File: src/rtl/riscv_pkg.sv
// Shared RISC-V definitions used by the fetch front end.
package riscv_pkg;

  localparam int XLEN = 32;
  localparam int ILEN = 32;

  // Canonical NOP (addi x0, x0, 0) presented when no instruction is buffered.
  localparam logic [ILEN-1:0] NOP_INSTR = 32'h0000_0013;

  // One buffered fetch result: the instruction word and the PC it came from.
  typedef struct packed {
    logic [XLEN-1:0] pc;
    logic [ILEN-1:0] instr;
  } fetch_pkt_t;

  // Sequential next-PC; wraps naturally at the top of the address space.
  function automatic logic [XLEN-1:0] pc_next_seq(input logic [XLEN-1:0] pc);
    return pc + XLEN'(4);
  endfunction

endpackage

File: src/rtl/if_fetch_fifo.sv
// Small synchronous FIFO for fetch results. Flush empties it in one cycle and
// takes priority over push/pop. DEPTH must be a power of two, at least 2.
module if_fetch_fifo #(
  parameter  int DEPTH = 2,
  parameter  int WIDTH = 64,
  localparam int PW    = $clog2(DEPTH),
  localparam int CW    = $clog2(DEPTH) + 1
) (
  input  logic             clk,
  input  logic             reset,
  input  logic             flush,
  input  logic             push,
  input  logic [WIDTH-1:0] push_data,
  input  logic             pop,
  output logic [WIDTH-1:0] head_data,
  output logic [CW-1:0]    count
);

  logic [WIDTH-1:0] mem_q [DEPTH];
  logic [WIDTH-1:0] mem_d [DEPTH];
  logic [PW-1:0]    wr_ptr_q, wr_ptr_d;
  logic [PW-1:0]    rd_ptr_q, rd_ptr_d;
  logic [CW-1:0]    count_q, count_d;

  // Next-state for storage, pointers and occupancy; flush discards everything.
  always_comb begin
    mem_d    = mem_q;
    wr_ptr_d = wr_ptr_q;
    rd_ptr_d = rd_ptr_q;
    count_d  = count_q;
    if (flush) begin
      wr_ptr_d = '0;
      rd_ptr_d = '0;
      count_d  = '0;
    end else begin
      if (push) begin
        mem_d[wr_ptr_q] = push_data;
        wr_ptr_d        = wr_ptr_q + PW'(1);
      end
      if (pop) begin
        rd_ptr_d = rd_ptr_q + PW'(1);
      end
      count_d = count_q + CW'(push) - CW'(pop);
    end
  end

  // Pointer and occupancy registers with synchronous reset.
  always_ff @(posedge clk) begin
    if (reset) begin
      wr_ptr_q <= '0;
      rd_ptr_q <= '0;
      count_q  <= '0;
    end else begin
      wr_ptr_q <= wr_ptr_d;
      rd_ptr_q <= rd_ptr_d;
      count_q  <= count_d;
    end
  end

  // Storage array needs no reset; entries are only read once counted valid.
  always_ff @(posedge clk) begin
    mem_q <= mem_d;
  end

  assign head_data = mem_q[rd_ptr_q];
  assign count     = count_q;

  // The credit scheme upstream must never push into a full FIFO without a pop.
  a_no_overflow : assert property (@(posedge clk) disable iff (reset)
    !(push && !pop && !flush && (count_q == CW'(DEPTH))));

endmodule

File: src/rtl/if_fetch_stage.sv
// Instruction fetch stage: owns the PC, issues one-cycle-latency word reads to
// instruction memory, buffers results and hands them to decode with a
// valid/ready handshake. A redirect flushes buffered and in-flight fetches.
// Optional macro IF_MISALIGN_TRAP_EN: misaligned redirect targets raise a
// sticky misalign_err and halt fetch until an aligned redirect or reset.
module if_fetch_stage
  import riscv_pkg::*;
#(
  parameter logic [XLEN-1:0] RESET_PC   = 32'h0000_0000,
  parameter int              FIFO_DEPTH = 2
) (
  input  logic            clk,
  input  logic            reset,
  output logic            imem_req,
  output logic [XLEN-1:0] imem_addr,
  input  logic [ILEN-1:0] imem_rdata,
  input  logic            redirect_valid,
  input  logic [XLEN-1:0] redirect_pc,
  output logic            out_valid,
  input  logic            out_ready,
  output logic [ILEN-1:0] out_instr,
  output logic [XLEN-1:0] out_pc,
  output logic            misalign_err
);

  localparam int CNT_W = $clog2(FIFO_DEPTH) + 1;
  localparam int PKT_W = $bits(fetch_pkt_t);

  logic [XLEN-1:0] pc_q, pc_d;
  logic [XLEN-1:0] req_pc_q, req_pc_d;
  logic            inflight_q, inflight_d;
  logic            drop_q, drop_d;

  logic             halt;
  logic [XLEN-1:0]  redirect_target;
  logic             fifo_push;
  logic             fifo_pop;
  logic [CNT_W-1:0] fifo_count;
  logic [CNT_W:0]   occupancy;
  fetch_pkt_t       push_pkt;
  fetch_pkt_t       head_pkt;
  logic [PKT_W-1:0] head_bits;

`ifdef IF_MISALIGN_TRAP_EN
  logic misalign_q, misalign_d;

  // Misaligned redirect target arms the sticky error; an aligned one clears it.
  always_comb begin
    misalign_d = misalign_q;
    if (redirect_valid) begin
      misalign_d = |redirect_pc[1:0];
    end
  end

  // Error/halt flag register.
  always_ff @(posedge clk) begin
    if (reset) begin
      misalign_q <= 1'b0;
    end else begin
      misalign_q <= misalign_d;
    end
  end

  assign halt            = misalign_q;
  assign misalign_err    = misalign_q;
  assign redirect_target = redirect_pc;
`else
  assign halt            = 1'b0;
  assign misalign_err    = 1'b0;
  assign redirect_target = redirect_pc & ~XLEN'(3);
`endif

  // Buffer slots already spoken for: current entries minus the one leaving this
  // cycle plus the response still on its way back from memory.
  assign occupancy = {1'b0, fifo_count}
                   - {{CNT_W{1'b0}}, fifo_pop}
                   + {{CNT_W{1'b0}}, inflight_q};

  assign out_valid = !reset && !redirect_valid && (fifo_count != '0);
  assign fifo_pop  = out_valid && out_ready;

  assign imem_req  = !reset && !redirect_valid && !halt
                   && (occupancy < (CNT_W+1)'(FIFO_DEPTH));
  assign imem_addr = pc_q;

  // A response lands in the FIFO unless a redirect (now or last cycle) voids it.
  assign fifo_push      = inflight_q && !drop_q && !redirect_valid;
  assign push_pkt.pc    = req_pc_q;
  assign push_pkt.instr = imem_rdata;

  if_fetch_fifo #(
    .DEPTH (FIFO_DEPTH),
    .WIDTH (PKT_W)
  ) u_fifo (
    .clk       (clk),
    .reset     (reset),
    .flush     (redirect_valid),
    .push      (fifo_push),
    .push_data (push_pkt),
    .pop       (fifo_pop),
    .head_data (head_bits),
    .count     (fifo_count)
  );

  assign head_pkt  = head_bits;
  assign out_pc    = head_pkt.pc;
  assign out_instr = (fifo_count != '0) ? head_pkt.instr : NOP_INSTR;

  // PC sequencing: redirect has priority, otherwise advance on each issued request.
  always_comb begin
    pc_d       = pc_q;
    req_pc_d   = req_pc_q;
    inflight_d = imem_req;
    drop_d     = 1'b0;
    if (redirect_valid) begin
      pc_d   = redirect_target;
      drop_d = inflight_q;
    end else if (imem_req) begin
      req_pc_d = pc_q;
      pc_d     = pc_next_seq(pc_q);
    end
  end

  // Fetch control registers with synchronous reset.
  always_ff @(posedge clk) begin
    if (reset) begin
      pc_q       <= RESET_PC;
      req_pc_q   <= RESET_PC;
      inflight_q <= 1'b0;
      drop_q     <= 1'b0;
    end else begin
      pc_q       <= pc_d;
      req_pc_q   <= req_pc_d;
      inflight_q <= inflight_d;
      drop_q     <= drop_d;
    end
  end

endmodule
File: config.mk
export PLATFORM = sky130hd
export DESIGN_NAME = if_fetch_stage
export DESIGN_NICKNAME = d
export VERILOG_FILES = /design/src/rtl/riscv_pkg.sv /design/src/rtl/if_fetch_fifo.sv /design/src/rtl/if_fetch_stage.sv
export SDC_FILE = /design/constraint.sdc
export NUM_CORES = 1
export LEC_CHECK = 0
export CORE_ASPECT_RATIO = 1.25
export CORE_UTILIZATION = 35
export CTS_CLUSTER_DIAMETER = 120
export DETAILED_ROUTE_END_ITERATION = 12
export GPL_TIMING_DRIVEN = 0
export PLACE_DENSITY_LB_ADDON = 0.25
export SETUP_SLACK_MARGIN = 0.1
export SYNTH_ARGS = -nofsm -noshare
export SYNTH_HDL_FRONTEND = slang
export SYNTH_SLANG_ARGS = --single-unit
export TNS_END_PERCENT = 5
File: constraint.sdc
create_clock -name clk -period 4.7 [get_ports clk]
set_input_delay 0.94 -clock clk [delete_from_list [all_inputs] [get_ports clk]]
set_output_delay 0.94 -clock clk [all_outputs]
set_load 0.01 [all_outputs]
==> out/metrics.cfg <==
[final_layout]
drive_above_1_share_pct=12.1
final_cell_mix=157 x clkdlybuf4s50_1, 124 x edfxtp_1, 87 x nand2_1
final_nets=876
fin_area_mm2=0.0104
fillCellCount=1956
syn2layout_area_growth_pct=34.7
final_common_cell=clkdlybuf4s50_1
n_antenna_cell=0

[floorplanning]
die_area_mm2=0.0226
ios=167
core_mm2=0.0215
num_rows=60
start_util_pct=35.8
die_x_um=135
fp.dieH_um=168

[worst_setup_path]
endpoint=imem_req
crit_path_cell_trace=clkbuf_2 > or2_4 > nor2_1 > and2_1 > ha_1 > inv_1 > nand2_1 > fa_2 > xnor2_4 > nand3_4 > inv_8 > clkdlybuf4s50_1
arrival_ns=3.50
path_buf_inv=4
startpoint_type=input port
path_max_fanout=8
cp-end-kind=primary output
path_class=input port to primary output
rr_startpoint=u_fifo.count[1]
required_ns=3.76
startpoint=redirect_valid
r2r-end=req_pc_q[29]
crit_cells=12
crit_family=buffers and inverters
r2r_cells=14
slowest_stage=clkdlybuf4s50_1
slowest_delay_ns=0.53
reg2reg_slack_ns=1.20

[logic_synthesis]
synth-edff-count=124
yosysUniqueCellTypes=50
synth-seq-cells=190
ys.flop_type=edfxtp_1
syn_inst=616
postSynthAreaPerCell_um2=12.5
netlist_area_mm2=0.00771
yosysWarnings=0
synth-seq-area-share_pct=65.5
async_reset_ff_share_pct=0

[power_and_ir_drop]
p_sw_uw=802
swShare_pct=22.7
power_density_mw_per_mm2=341
p_int_mw=2.73
clkPwrFrac_pct=39.7
power_frac_seq_pct=52.6
combPwrFrac_pct=7.7
ir_drop_mv=0.254
p_leak_nw=3.48

[timing]
max_freq_mhz=225
drv_slew=0
rsz0062_at_grt=no
hold_viol=0
finalClockSkew_ns=0.0103
final.period_utilization_pct=94.4
worst_pin_slew_ns=0.773
max_slew_margin_pct=48.5
tns_ns=0
setup_violations=0
period_minus_slack_ns=4.44
hold-worst-slack_ns=0.453

[drt]
vias=5275
wl_um=18400
routedWlPerCell_um=16.8
viasPerCell=4.82
ant_nets=0
drcViolationCount=0
drt_first_iter_violations=302
firstDrtPassIters=4

[global_routing]
grt-ovfl-total=0
globalRouteTotalUtil_pct=16.8
grt_pass1_wl_um=28500
grt_pass1_vias=5114
grt_max_degree=50
antenna_found_initial=0

[cts]
path_clk_slew_ns=0.07
root_buffer=clkbuf_16
cts_buffer_depth=2
htree_levels=4
cts_buffers=17
insertion_delay_ns=0.43
cts_sinks=190
postCtsHoldBufs=0
tritoncts=done

[place]
place_area_mm2=0.00973
portBuffers=157
post-dp-hpwl_um=13200
place.gp.congestion=0.860

[worst_hold_path]
hp-class=flip-flop to flip-flop

[run_status]
status=finished clean

[run]
maxCapViolCount=0

## metrics by stage
step	power (mW)	std cells	setup slack [ns]	util (%)
2_1_floorplan	2.00	620	0.141	-
3_3_place_gp	2.16	1056	-1.11	44.8
3_5_place_dp	2.16	1059	-1.07	45.1
4_1_cts	3.57	1092	0.129	48.1
5_1_grt	3.66	1095	0.120	48.2
6_report	3.54	1095	0.262	48.2
## registers in the layout, indices dropped and copies added (netlist names)
name and flops:
drop_q 1, imem_addr 30, inflight_q 1, req_pc_q 30
u_fifo.count 2, u_fifo.rd_ptr_q 1, u_fifo.wr_ptr_q 1, u_fifo.mem_q 124
## layout make-up
type	count	area (um^2)	share of cell area [%]
plain buffers	34	173	1.66
repair buffers	166	1690	16.3
inverters	14	60.1	0.578
clock inverters	13	128	1.23
clock buffers	19	453	4.36
flip-flops and latches	190	5040	48.6
well taps	279	349	3.36
multi-input cells	380	2480	23.9
## synthesized netlist by cell type, types with 3 or more instances
cell | number | area share [%]
mux2_2 | 33 | 4.8
inv_1 | 12 | 0.58
nor2_1 | 57 | 2.8
and2_1 | 6 | 0.49
buf_1 | 11 | 0.54
o311ai_0 | 3 | 0.34
nor4_1 | 6 | 0.49
dfxtp_1 | 66 | 17
nand3_1 | 11 | 0.71
buf_4 | 5 | 0.49
xnor2_1 | 20 | 2.3
clkbuf_1 | 15 | 0.73
ha_1 | 4 | 0.65
nand2_1 | 87 | 4.2
mux2i_1 | 39 | 5.1
xor2_1 | 5 | 0.57
and4_1 | 3 | 0.34
a21oi_1 | 41 | 2.7
nor3_1 | 11 | 0.71
edfxtp_1 | 124 | 48
a211oi_1 | 11 | 1.1
nand4_1 | 9 | 0.73
## how the worst min path moves through the flow
stage | from | slack (ns) | depth (start not counted) | endpoint
2_1_floorplan | req_pc_q[4] | 0.43 | 0 | u_fifo.mem_q[100]
3_5_place_dp | req_pc_q[30] | 0.44 | 0 | u_fifo.mem_q[126]
4_1_cts | req_pc_q[6] | 0.46 | 0 | u_fifo.mem_q[102]
6_report | req_pc_q[30] | 0.45 | 0 | u_fifo.mem_q[126]
5_1_grt | req_pc_q[11] | 0.46 | 0 | u_fifo.mem_q[107]
3_3_place_gp | req_pc_q[30] | 0.43 | 0 | u_fifo.mem_q[126]
## cell families (layout without fill, tap and decap cells)
logic type,after synthesis,count (layout),share of synthesized area [%]
compound gates,67,67,5.28
buf+inv,50,246,3.08
flops,190,190,65.5
mux,72,72,9.89
other cells,1,5,0.0487
xor+xnor,25,25,2.84
fa+ha+maj,5,5,0.909
simple gates,206,206,12.5
## layer usage
metal	routed length (um)	up-vias	global-route usage, %
met1	7580	2522	19.8
met5	0	-	0
met2	9530	157	29.8
met4	373	0	6.60
met3	871	25	3.28
li1	-	2571	-
## power by group through the flow
stage          combinational (mW)  sequential, mW  clock [mW]
2_1_floorplan               0.110            1.89           0
3_3_place_gp                0.261            1.90           0
3_5_place_dp                0.269            1.90           0
4_1_cts                     0.273            1.86        1.44
5_1_grt                     0.295            1.86        1.50
6_report                    0.272            1.86        1.41
## what timing repair did
item | 4_1_cts | 5_1_grt
gates resized for setup | 8 | 3
endpoints found under the setup margin | 1 | 1
buffers inserted | 3 | 3
pin swaps | 2 | 1
No activity file was read; power rests on OpenSTA's default activity.
